`src/rtl/display_pkg.sv`:
```
// Shared display-path types and constants for the count display: FSM states and BCD digit geometry.
package display_pkg;
   typedef enum logic {ST_IDLE, ST_SHIFT} state_t;
   localparam int         BCD_W          = 4;
   localparam logic [3:0] ADD3_THRESH    = 4'd5;
   localparam int         DISPLAY_DIGITS = 4;
endpackage

```
`src/rtl/bcd_add3_digit.sv`:
```
// Double-dabble correction for one BCD digit: adds 3 when the digit is 5 or more.
// Purely combinational, zero latency, no flow control.
module bcd_add3_digit
   import display_pkg::*;
(
   input  logic [BCD_W-1:0] digit_in,
   output logic [BCD_W-1:0] digit_out
);
   assign digit_out = (digit_in >= ADD3_THRESH) ? digit_in + BCD_W'(3) : digit_in;
endmodule

```
`src/rtl/seq_bin_to_bcd.sv`:
```
// Sequential binary-to-BCD converter (shift-and-add-3), one bit per cycle; done pulses BIN_W cycles after start.
// Start is sampled only while idle; requests during a conversion are dropped, not queued.
module seq_bin_to_bcd
   import display_pkg::*;
#(
   parameter int BIN_W  = 14,
   parameter int DIGITS = DISPLAY_DIGITS
)
(
   input  logic             clk_50MHz,
   input  logic             reset_n,
   input  logic             start,
   input  logic [BIN_W-1:0] bin_in,
   output logic             busy,
   output logic             done,
   output logic             overflow,
   output logic [BCD_W-1:0] bcd3,
   output logic [BCD_W-1:0] bcd2,
   output logic [BCD_W-1:0] bcd1,
   output logic [BCD_W-1:0] bcd0
);
   localparam int DIG_W  = BCD_W * DIGITS;
   localparam int SR_W   = DIG_W + BIN_W;
   localparam int ITER_W = $clog2(BIN_W + 1);
   localparam logic [DIG_W-1:0] MAX_VAL = DIG_W'(10**DIGITS - 1);

   if (BIN_W > DIG_W) begin : g_width_check
      $error("seq_bin_to_bcd: BIN_W must not exceed 4*DIGITS");
   end

   state_t            state;
   logic [SR_W-1:0]   sr;
   logic [ITER_W-1:0] iter;
   logic              ovf_pend;
   logic [DIG_W-1:0]  digits;
   logic [DIG_W-1:0]  adj;
   logic [DIG_W-1:0]  bin_ext;
   logic [SR_W-1:0]   sr_next;

   // Correction touches only the digit field; the binary tail shifts through untouched.
   for (genvar d = 0; d < DIGITS; d++) begin : g_add3
      bcd_add3_digit u_add3 (
         .digit_in  (sr[BIN_W + BCD_W*d +: BCD_W]),
         .digit_out (adj[BCD_W*d +: BCD_W])
      );
   end

   assign sr_next = {adj[DIG_W-2:0], sr[BIN_W-1:0], 1'b0};
   assign bin_ext = DIG_W'(bin_in);

   always_ff @(posedge clk_50MHz or negedge reset_n) begin
      if (!reset_n) begin
         state    <= ST_IDLE;
         sr       <= '0;
         iter     <= '0;
         ovf_pend <= 1'b0;
         busy     <= 1'b0;
         done     <= 1'b0;
         overflow <= 1'b0;
         digits   <= '0;
      end else begin
         done <= 1'b0;
         case (state)
            ST_IDLE: begin
               if (start) begin
                  sr       <= SR_W'(bin_in);
                  iter     <= '0;
                  ovf_pend <= (bin_ext > MAX_VAL);
                  busy     <= 1'b1;
                  state    <= ST_SHIFT;
               end
            end
            ST_SHIFT: begin
               sr   <= sr_next;
               iter <= iter + ITER_W'(1);
               if (iter == ITER_W'(BIN_W - 1)) begin
                  // Out-of-range inputs clamp to all nines rather than showing wrapped digits.
                  digits   <= ovf_pend ? {DIGITS{BCD_W'(9)}} : sr_next[SR_W-1 -: DIG_W];
                  overflow <= ovf_pend;
                  done     <= 1'b1;
                  busy     <= 1'b0;
                  state    <= ST_IDLE;
               end
            end
            default: state <= ST_IDLE;
         endcase
      end
   end

   assign bcd0 = digits[0*BCD_W +: BCD_W];
   assign bcd1 = digits[1*BCD_W +: BCD_W];
   assign bcd2 = digits[2*BCD_W +: BCD_W];
   assign bcd3 = digits[3*BCD_W +: BCD_W];
endmodule

```
`config.mk`:
```
export PLATFORM = sky130hd
export DESIGN_NAME = seq_bin_to_bcd
export DESIGN_NICKNAME = d
export VERILOG_FILES = /design/src/rtl/display_pkg.sv /design/src/rtl/bcd_add3_digit.sv /design/src/rtl/seq_bin_to_bcd.sv
export SDC_FILE = /design/constraint.sdc
export NUM_CORES = 1
export LEC_CHECK = 0
export CORE_MARGIN = 3
export CORE_UTILIZATION = 45
export CTS_CLUSTER_SIZE = 14
export DETAILED_ROUTE_END_ITERATION = 6
export DONT_BUFFER_PORTS = 1
export SYNTH_ARGS = -nofsm -noshare
export SYNTH_HDL_FRONTEND = slang
export SYNTH_SLANG_ARGS = --single-unit
```
`constraint.sdc`:
```
create_clock -name clk_50MHz -period 2.5 [get_ports clk_50MHz]
set_clock_uncertainty 0.1 [all_clocks]
set_input_delay 0.375 -clock clk_50MHz [delete_from_list [all_inputs] [get_ports clk_50MHz]]
set_output_delay 0.375 -clock clk_50MHz [all_outputs]
set_load 0.005 [all_outputs]
```
==> qor.yml, run 1 <==
internal_power_w: 0.00219
pwr-share-seq_pct: 47.4
cts_tree: "built"
yosys_warnings: 0
gp_congestion: 0.759
final_core_util_pct: 50.3
syn_area_um2: 2680
met1_usage_pct: 21.0
worstMarginPinSlew_ns: 0.513
finalCritPeriodShare_pct: 72.0
num_io_pins: 36
drive_above_1_share_pct: 7.35
io_buffers: 0
antenna_cells: 0
grt_usage_pct: 15.6
cts_setup_buffers: 0
drt-pass1-iter-count: 4
post-route-min-period_ns: 1.80
ys_seq_elements: 55
syn-mean-instance-area_um2: 10.8
clk_pin_slew_ns: 0.10
yosysSeqAreaShare_pct: 51.3
startpoint_type: "flop"
drv_slew: 0
synth_cell_types: 30
fin_setup_tns_ns: 0
cts.sink_count: 55
rsz0062_at_grt: "false"
synth_fp_nets: 275
synthCells: 248
status: "complete, no violations"
busiest_layer: "met2"
p_per_area_nw_per_um2: 1250
finalHoldViolCount: 0
ir_worst_vdd_uv: 484
clk_latency_ns: 0.31
use_met3_pct: 5.06
drv_cap: 0
holdWs_ns: 0.0645
drtIter0Drc: 108
grt_remaining_overflow: 0
leakagePower_nw: 1.35
swShare_pct: 38.2
grt_pass1_wl_um: 8830
antenna_found_initial: 0
dpl-instance-area_um2: 2710
design_area_um2: 2840
dr_total_vias: 1699
core_um2: 5640
fmax_mhz: 555
switchingPower_w: 0.00135
routed_wl_um: 5020
ant_nets: 0
path_class: "flop to flop"
crit_required_ns: 2.57
finalPower_w: 0.00354
ctsResizeCount: 0
setup_violations: 0
cts_root_buf: "clkbuf_8"
start_util_pct: 47.5
hp-class: "primary input to flop"
drc: 0
grt_max_degree: 56
grt_pass1_vias: 1775
dieArea_um2: 6920
critPathMaxFanout: 22
worstSetupEndpointType: "flop"
die_w_um: 83.2
area_delta_synth_final_pct: 5.83
htree_levels: 2
pwr-share-comb_pct: 38.2
die_y_um: 83.2
cts.path.max_buffers: 2
p_clk_share_pct: 14.4
fp-row-count: 27
dp_hpwl_um: 3440
cp.arrival_ns: 1.87
use_met2_pct: 24.7
slew_headroom_pct: 65.8
nNetsFinal: 271
via_per_inst: 5.36
numCtsBuffers: 5
wl_per_cell_um: 15.8
[kinds of logic (layout without fill, tap and decap cells)]
family          after synthesis  in the layout  synth area share (%)
flops                        55             55                  51.3
fa+ha+maj                    10             10                  4.67
simple gates                 64             64                  13.0
xor+xnor                      6              6                  1.96
compound gates               62             62                  14.8
mux                          25             25                  9.33
buf+inv                      26             23                  4.95
[worst max-delay path, cell delays in order (launching register included)]
cell	delay, ns
dfrtp_2	0.71
nand4_4	0.33
nor2_4	0.40
a21oi_1	0.12
[per-stage QoR]
| step | std cells | setup slack, ns |
|---|---|---|
| floorplan | 248 | 1.05 |
| global placement | 307 | 0.780 |
| detailed placement | 307 | 0.731 |
| CTS | 317 | 0.705 |
| global route | 317 | 0.542 |
| finish | 317 | 0.699 |
[routing by layer]
| layer | part of all wire, % | vias to the layer above |
|---|---|---|
| met5 | 0 | - |
| met4 | 1.1 | 0 |
| met3 | 5.2 | 6 |
| met2 | 47 | 35 |
| met1 | 47 | 811 |
| li1 | - | 847 |
[placed cells by master (no fill, tap or decap), drive strengths merged]
cell type / instances
dfrtp: 55
mux2i: 25
o21ai: 20
a21oi: 20
nand2: 19
nand2b: 13
nor2: 13
inv: 12
ha: 10
a22o: 9
nor3b: 9
a21o: 8
clkbuf: 7
xnor2: 5
nor3: 4
o31ai: 3
nand3: 2
buf: 2
nand4: 1
a32o: 1
nor4: 1
or2b: 1
xor2: 1
and2: 1
a31o: 1
clkinv: 1
dlygate4sd3: 1
[power by group through the flow]
| stage | clock network [W] | logic (W) | registers (W) |
|---|---|---|---|
| CTS | 0.000530 | 0.00138 | 0.00169 |
| global route | 0.000573 | 0.00157 | 0.00174 |
| finish | 0.000511 | 0.00135 | 0.00168 |
| global placement | 0 | 0.00131 | 0.00170 |
| detailed placement | 0 | 0.00136 | 0.00170 |
| floorplan | 0 | 0.00120 | 0.00155 |
[area by class of cell]
class | instances | area [um2]
clock buffers | 7 | 86.3
clock inverters | 1 | 8.76
flip-flops and latches | 55 | 1380
repair buffers | 3 | 57.6
well taps | 72 | 90.1
fillers | 509 | 2800
inverters | 12 | 45.0
multi-input cells | 167 | 1170
[sequential cells by signal, summed over array words and instances (netlist names)]
signal and cells:
state 1, digits 16, overflow 1, ovf_pend 1, done 1, busy 1
sr 30, iter 4
[Yosys cell counts]
cell type | count | area share, %
a22o_1 | 9 | 2.9
nor3_1 | 4 | 0.75
xor2_1 | 1 | 0.33
ha_1 | 10 | 4.7
o31ai_1 | 3 | 0.84
a21oi_1 | 16 | 3.0
xnor2_1 | 5 | 1.6
buf_6 | 2 | 0.84
mux2i_1 | 25 | 9.3
buf_4 | 2 | 0.56
nand3_1 | 2 | 0.37
nand2b_1 | 13 | 3.0
o21ai_0 | 20 | 3.7
nor4_1 | 1 | 0.23
nor2_4 | 1 | 0.42
inv_1 | 11 | 1.5
or2b_1 | 1 | 0.28
a21o_1 | 7 | 2.0
inv_2 | 1 | 0.14
nand4_4 | 1 | 0.79
a32o_1 | 1 | 0.37
a21oi_2 | 4 | 1.3
nor3b_1 | 9 | 2.5
dfrtp_1 | 55 | 51
nor2_1 | 12 | 1.7
a31o_1 | 1 | 0.33
buf_2 | 10 | 1.9
and2_1 | 1 | 0.23
a21o_2 | 1 | 0.33
nand2_1 | 19 | 2.7
[repair_timing]
item,CTS,global route
hold buffers,2,0
setup endpoints to repair,0,0
endpoints found under the hold margin,55,0
[final timing paths]
kind                          from  slack (ns)         end  cells past startpoint
setup / recovery             state        0.70   digits[3]                      3
hold / removal               start        0.06     iter[1]                      1
setup reg to reg             state        0.70   digits[3]                      3
hold reg to reg              sr[3]        0.39       sr[4]                      2
max in group asynchronous  reset_n        1.57      sr[19]                      2
min in group asynchronous  reset_n        0.48  digits[14]                      2
(Power assumes the default switching activity.)
==> inputs of run 2 (changes only) <==
Clock period 2.5 ns to 1.55 ns, I/O delays scaled along.
==> qor.yml, run 2 (synthesized netlist as in run 1, its figures left out) <==
antenna_found_initial: 0
cts.path.max_buffers: 2
final_common_cell: "dfrtp_1"
fillCellCount: 496
drv_slew: 0
area_delta_synth_final_pct: 13.3
cts_root_buf: "clkbuf_8"
design_area_um2: 3040
drive_above_1_share_pct: 18.3
regToRegStartpoint: "sr[22]"
start_util_pct: 47.5
dp_hpwl_um: 3410
drtIter0Drc: 73
worstSetupEndpointType: "flop"
ctsHoldBuffers: 4
fmax_mhz: 663
top_register: "sr"
drc: 0
clk_pin_slew_ns: 0.10
path_class: "flop to flop"
die_y_um: 83.2
via_per_inst: 5.29
wl_per_cell_um: 15.7
finalHoldViolCount: 55
critPathMaxFanout: 4
holdWs_ns: -0.491
grt_pass1_vias: 1775
rsz0062_at_grt: "true"
finalPower_w: 0.00609
dr_total_vias: 1767
leakagePower_nw: 1.42
multi_input_area_um2: 1250
ant_nets: 0
grt_pass1_wl_um: 8830
setup_violations: 0
core_um2: 5640
clk_latency_ns: 0.31
crit_required_ns: 1.70
dieArea_um2: 6920
cts_tree: "built"
cts.sink_count: 55
largest_reg_flops: 30
htree_levels: 2
regArea_um2: 1380
cp.arrival_ns: 1.66
die_w_um: 83.2
num_io_pins: 36
final_core_util_pct: 53.8
fin_setup_tns_ns: 0
startpoint_type: "flop"
status: "finished with violations"
p_per_area_nw_per_um2: 2000
ir_worst_vdd_uv: 800
drt-pass1-iter-count: 4
drv_cap: 0
fp-row-count: 27
io_buffers: 0
top_regs: "sr: 30 flops, digits: 16 flops, iter: 4 flops"
grt_usage_pct: 15.7
grt_max_degree: 56
slew_headroom_pct: 74.0
gp_congestion: 0.745
layout_common_cells: "dfrtp_1, mux2i_1, o21ai_0, nand2_1, a21oi_1"
violations: "negative hold slack"
worstMarginPinSlew_ns: 0.387
antenna_cells: 0
grt_remaining_overflow: 0
nNetsFinal: 288
finalCritPeriodShare_pct: 97.4
post-route-min-period_ns: 1.51
routed_wl_um: 5250
crit_start: "sr[22]"
hp-class: "primary input to asynchronous set/reset pin"
numCtsBuffers: 5
dpl-instance-area_um2: 2790
-- run 2: cell types whose count changed in the layout (fill, tap and decap cells not counted), sizes merged --
cell / before / now
clkinvlp: 0 / 1
clkbuf: 7 / 6
buf: 2 / 16
clkinv: 1 / 2
inv: 12 / 11
dlygate4sd3: 1 / 4
-- run 2: final cells by class --
class,instances,area share (%)
Sequential cell,55,45.3
Multi-Input combinational cell,167,41.1
Timing Repair Buffer,20,6.22
Tap cell,72,2.97
Clock buffer,6,2.39
Inverter,12,1.52
Clock inverter,2,0.412
-- run 2: timing repair --
| item | 4_1_cts | 5_1_grt |
|---|---|---|
| cloned | 0 | 0 |
| endpoints found under the setup margin | 5 | 25 |
| hold endpoints to repair | 64 | 55 |
| setup buffers | 1 | 5 |
| pin swaps | 2 | 8 |
| resized for setup | 0 | 22 |
-- run 2: layer usage --
metal,up-vias,track usage [%],part of all wire (%)
li1,883,-,-
met1,854,20.1,45
met2,25,25.9,49
met3,5,4.96,4.9
met4,0,3.57,1.1
met5,-,0,0
-- run 2: path summary, 6_finish.rpt --
| kind | to | cells past startpoint | slack [ns] |
|---|---|---|---|
| worst max-delay path | digits[10] | 6 | 0.04 |
| worst min-delay path | overflow | 0 | -0.49 |
| worst max register to register | digits[10] | 6 | 0.04 |
| worst min register to register | sr[5] | 2 | 0.39 |
| max in group asynchronous | sr[19] | 0 | 1.75 |
| min in group clk_50MHz | sr[17] | 2 | 0.01 |
-- run 2: metrics by stage --
| stage | worst slack (ns) | std cells |
|---|---|---|
| 2_1_floorplan | 0.102 | 248 |
| 3_3_place_gp | 0.0173 | 316 |
| 3_5_place_dp | 0.000860 | 316 |
| 4_1_cts | 0.000882 | 329 |
| 5_1_grt | -0.0635 | 334 |
| 6_report | 0.0410 | 334 |
-- run 2: critical path, stage by stage, from the launching register on --
cell      delay, ns
dfrtp_1        0.42
inv_1          0.07
ha_2           0.21
nand2b_4       0.06
a21oi_2        0.19
mux2i_1        0.25
a22o_1         0.15
-- run 2: report_power, final --
part	internal [W]	switching [W]	total (W)
registers	0.00207	0.000573	0.00264
clock network	0.000317	0.000460	0.000777
logic	0.00141	0.00126	0.00267
total	0.00380	0.00229	0.00609
==> inputs of run 3 (changes only) <==
Settings changed: DONT_BUFFER_PORTS 1 to not set, PLACE_DENSITY set to 0.7, RECOVER_POWER set to 100.
==> qor.yml, run 3 (synthesized netlist as in run 1, its figures left out) <==
status: "complete, no violations"
die_y_um: 83.2
final_core_util_pct: 61.7
gp_congestion: 0.806
drv_cap: 0
drt-pass1-iter-count: 4
layout_common_cells: "dfrtp_1, clkdlybuf4s50_1, buf_4, mux2i_1, o21ai_0"
setup_violations: 0
core_um2: 5640
cpPeakStageDelay_ns: 0.43
finalHoldViolCount: 0
leakagePower_nw: 1.62
fillCellCount: 439
crit_start: "sr[14]"
critPathCapture: "digits[2]"
htree_levels: 2
wl_per_cell_um: 13.7
antenna_found_initial: 0
dr_total_vias: 1951
crit_required_ns: 1.69
drive_above_1_share_pct: 21.4
numCtsBuffers: 5
post-route-min-period_ns: 1.52
finalCritPeriodShare_pct: 97.8
area_delta_synth_final_pct: 29.9
hp-class: "flop to flop"
r2r_end: "digits[2]"
dp_hpwl_um: 3500
path_cells: "ha_2 -> nand2b_4 -> a21oi_4 -> mux2i_2 -> a22o_1"
worstMarginPinSlew_ns: 0.732
clk_latency_ns: 0.30
cts_tree: "built"
grt_remaining_overflow: 0
final_common_cell: "dfrtp_1"
worstSetupEndpointType: "flop"
top_register: "sr"
grt_max_degree: 56
ir_worst_vdd_uv: 810
clk_pin_slew_ns: 0.10
die_w_um: 83.2
regArea_um2: 1380
nNetsFinal: 334
critPathSlowestCell: "dfrtp_1"
grt_pass1_vias: 1964
drv_slew: 0
p_per_area_nw_per_um2: 1990
ant_nets: 0
antenna_cells: 0
via_per_inst: 5.13
slew_headroom_pct: 51.2
largest_reg_flops: 30
io_buffers: 35
drc: 0
fp-row-count: 27
routed_wl_um: 5210
grt_usage_pct: 15.7
holdWs_ns: 0.391
cts.path.max_buffers: 2
grt_pass1_wl_um: 8980
num_io_pins: 36
multi_input_area_um2: 1290
reg2reg_setup_slack_ns: 0.03
top_regs: "sr: 30 flops, digits: 16 flops, iter: 4 flops"
drtIter0Drc: 82
critPathMaxFanout: 3
start_util_pct: 47.5
fmax_mhz: 660
r2r_cells: 5
dieArea_um2: 6920
cts.sink_count: 55
cts_root_buf: "clkbuf_8"
path_class: "flop to flop"
startpoint_type: "flop"
cp.arrival_ns: 1.66
regToRegStartpoint: "sr[14]"
[run 3: cell count changes in the layout (fill, tap and decap cells not counted), moves of 2 or more]
cell	change
clkdlybuf4s50_1	+27
mux2i_1	-3
buf_4	+11
clkbuf_2	+3
dlygate4sd3_1	-2
mux2i_2	+3
clkdlybuf4s25_1	+6
[run 3: critical path, delay by kind of cell (launching register included)]
kind	cells	cell delay (ns)
flops	1	0.43
compound gates	2	0.32
mux	1	0.28
fa+ha+maj	1	0.19
simple gates	1	0.14
[run 3: layer usage]
metal  track usage, %  wire length (um)  share of wire, %
met2             26.5              2550                49
met3             4.27               190               3.6
met1             20.6              2470                47
met5                0                 0                 0
met4             2.23                 0                 0
[run 3: worst min path at each step]
stage	startpoint	end	slack [ns]	cells past startpoint
finish	digits[0]	digits[0]	0.39	2
CTS	reset_n	busy	0.35	3
global placement	reset_n	digits[15]	0.16	2
global route	sr[9]	sr[10]	0.41	2
detailed placement	reset_n	digits[15]	0.15	2
floorplan	reset_n	busy	-0.16	0
[run 3: final cells by class]
class	count	area share, %
inverters	12	1.37
multi-input cells	167	37.2
repair buffers	66	16.7
well taps	72	2.59
clock inverters	1	0.144
clock buffers	7	2.48
flip-flops and latches	55	39.5
[run 3: report_power, final]
part           leakage (nW)  internal, W  switching, W
combinational         0.876      0.00199       0.00154
sequential            0.691      0.00206      0.000515
clock                0.0482     0.000362      0.000444
[run 3: stage by stage]
step                instances  worst slack, ns  area (um2)  power [W]  TNS [ns]
finish                    380           0.0341        3480    0.00692         0
global route              380          -0.0231        3480    0.00749   -0.0786
CTS                       373          0.00110        3360    0.00656         0
detailed placement        364          -0.0117        3230    0.00562   -0.0201
global placement          364          0.00910        3230    0.00553         0
floorplan                 248            0.102        2680    0.00443         0
[run 3: timing repair]
action / 4_1_cts / 5_1_grt
pin swaps: 5 / 6
endpoints found under the hold margin: 55 / 0
hold buffers: 1 / 0
setup buffers: 0 / 7
setup endpoints to repair: 9 / 31
resized for setup: 7 / 27
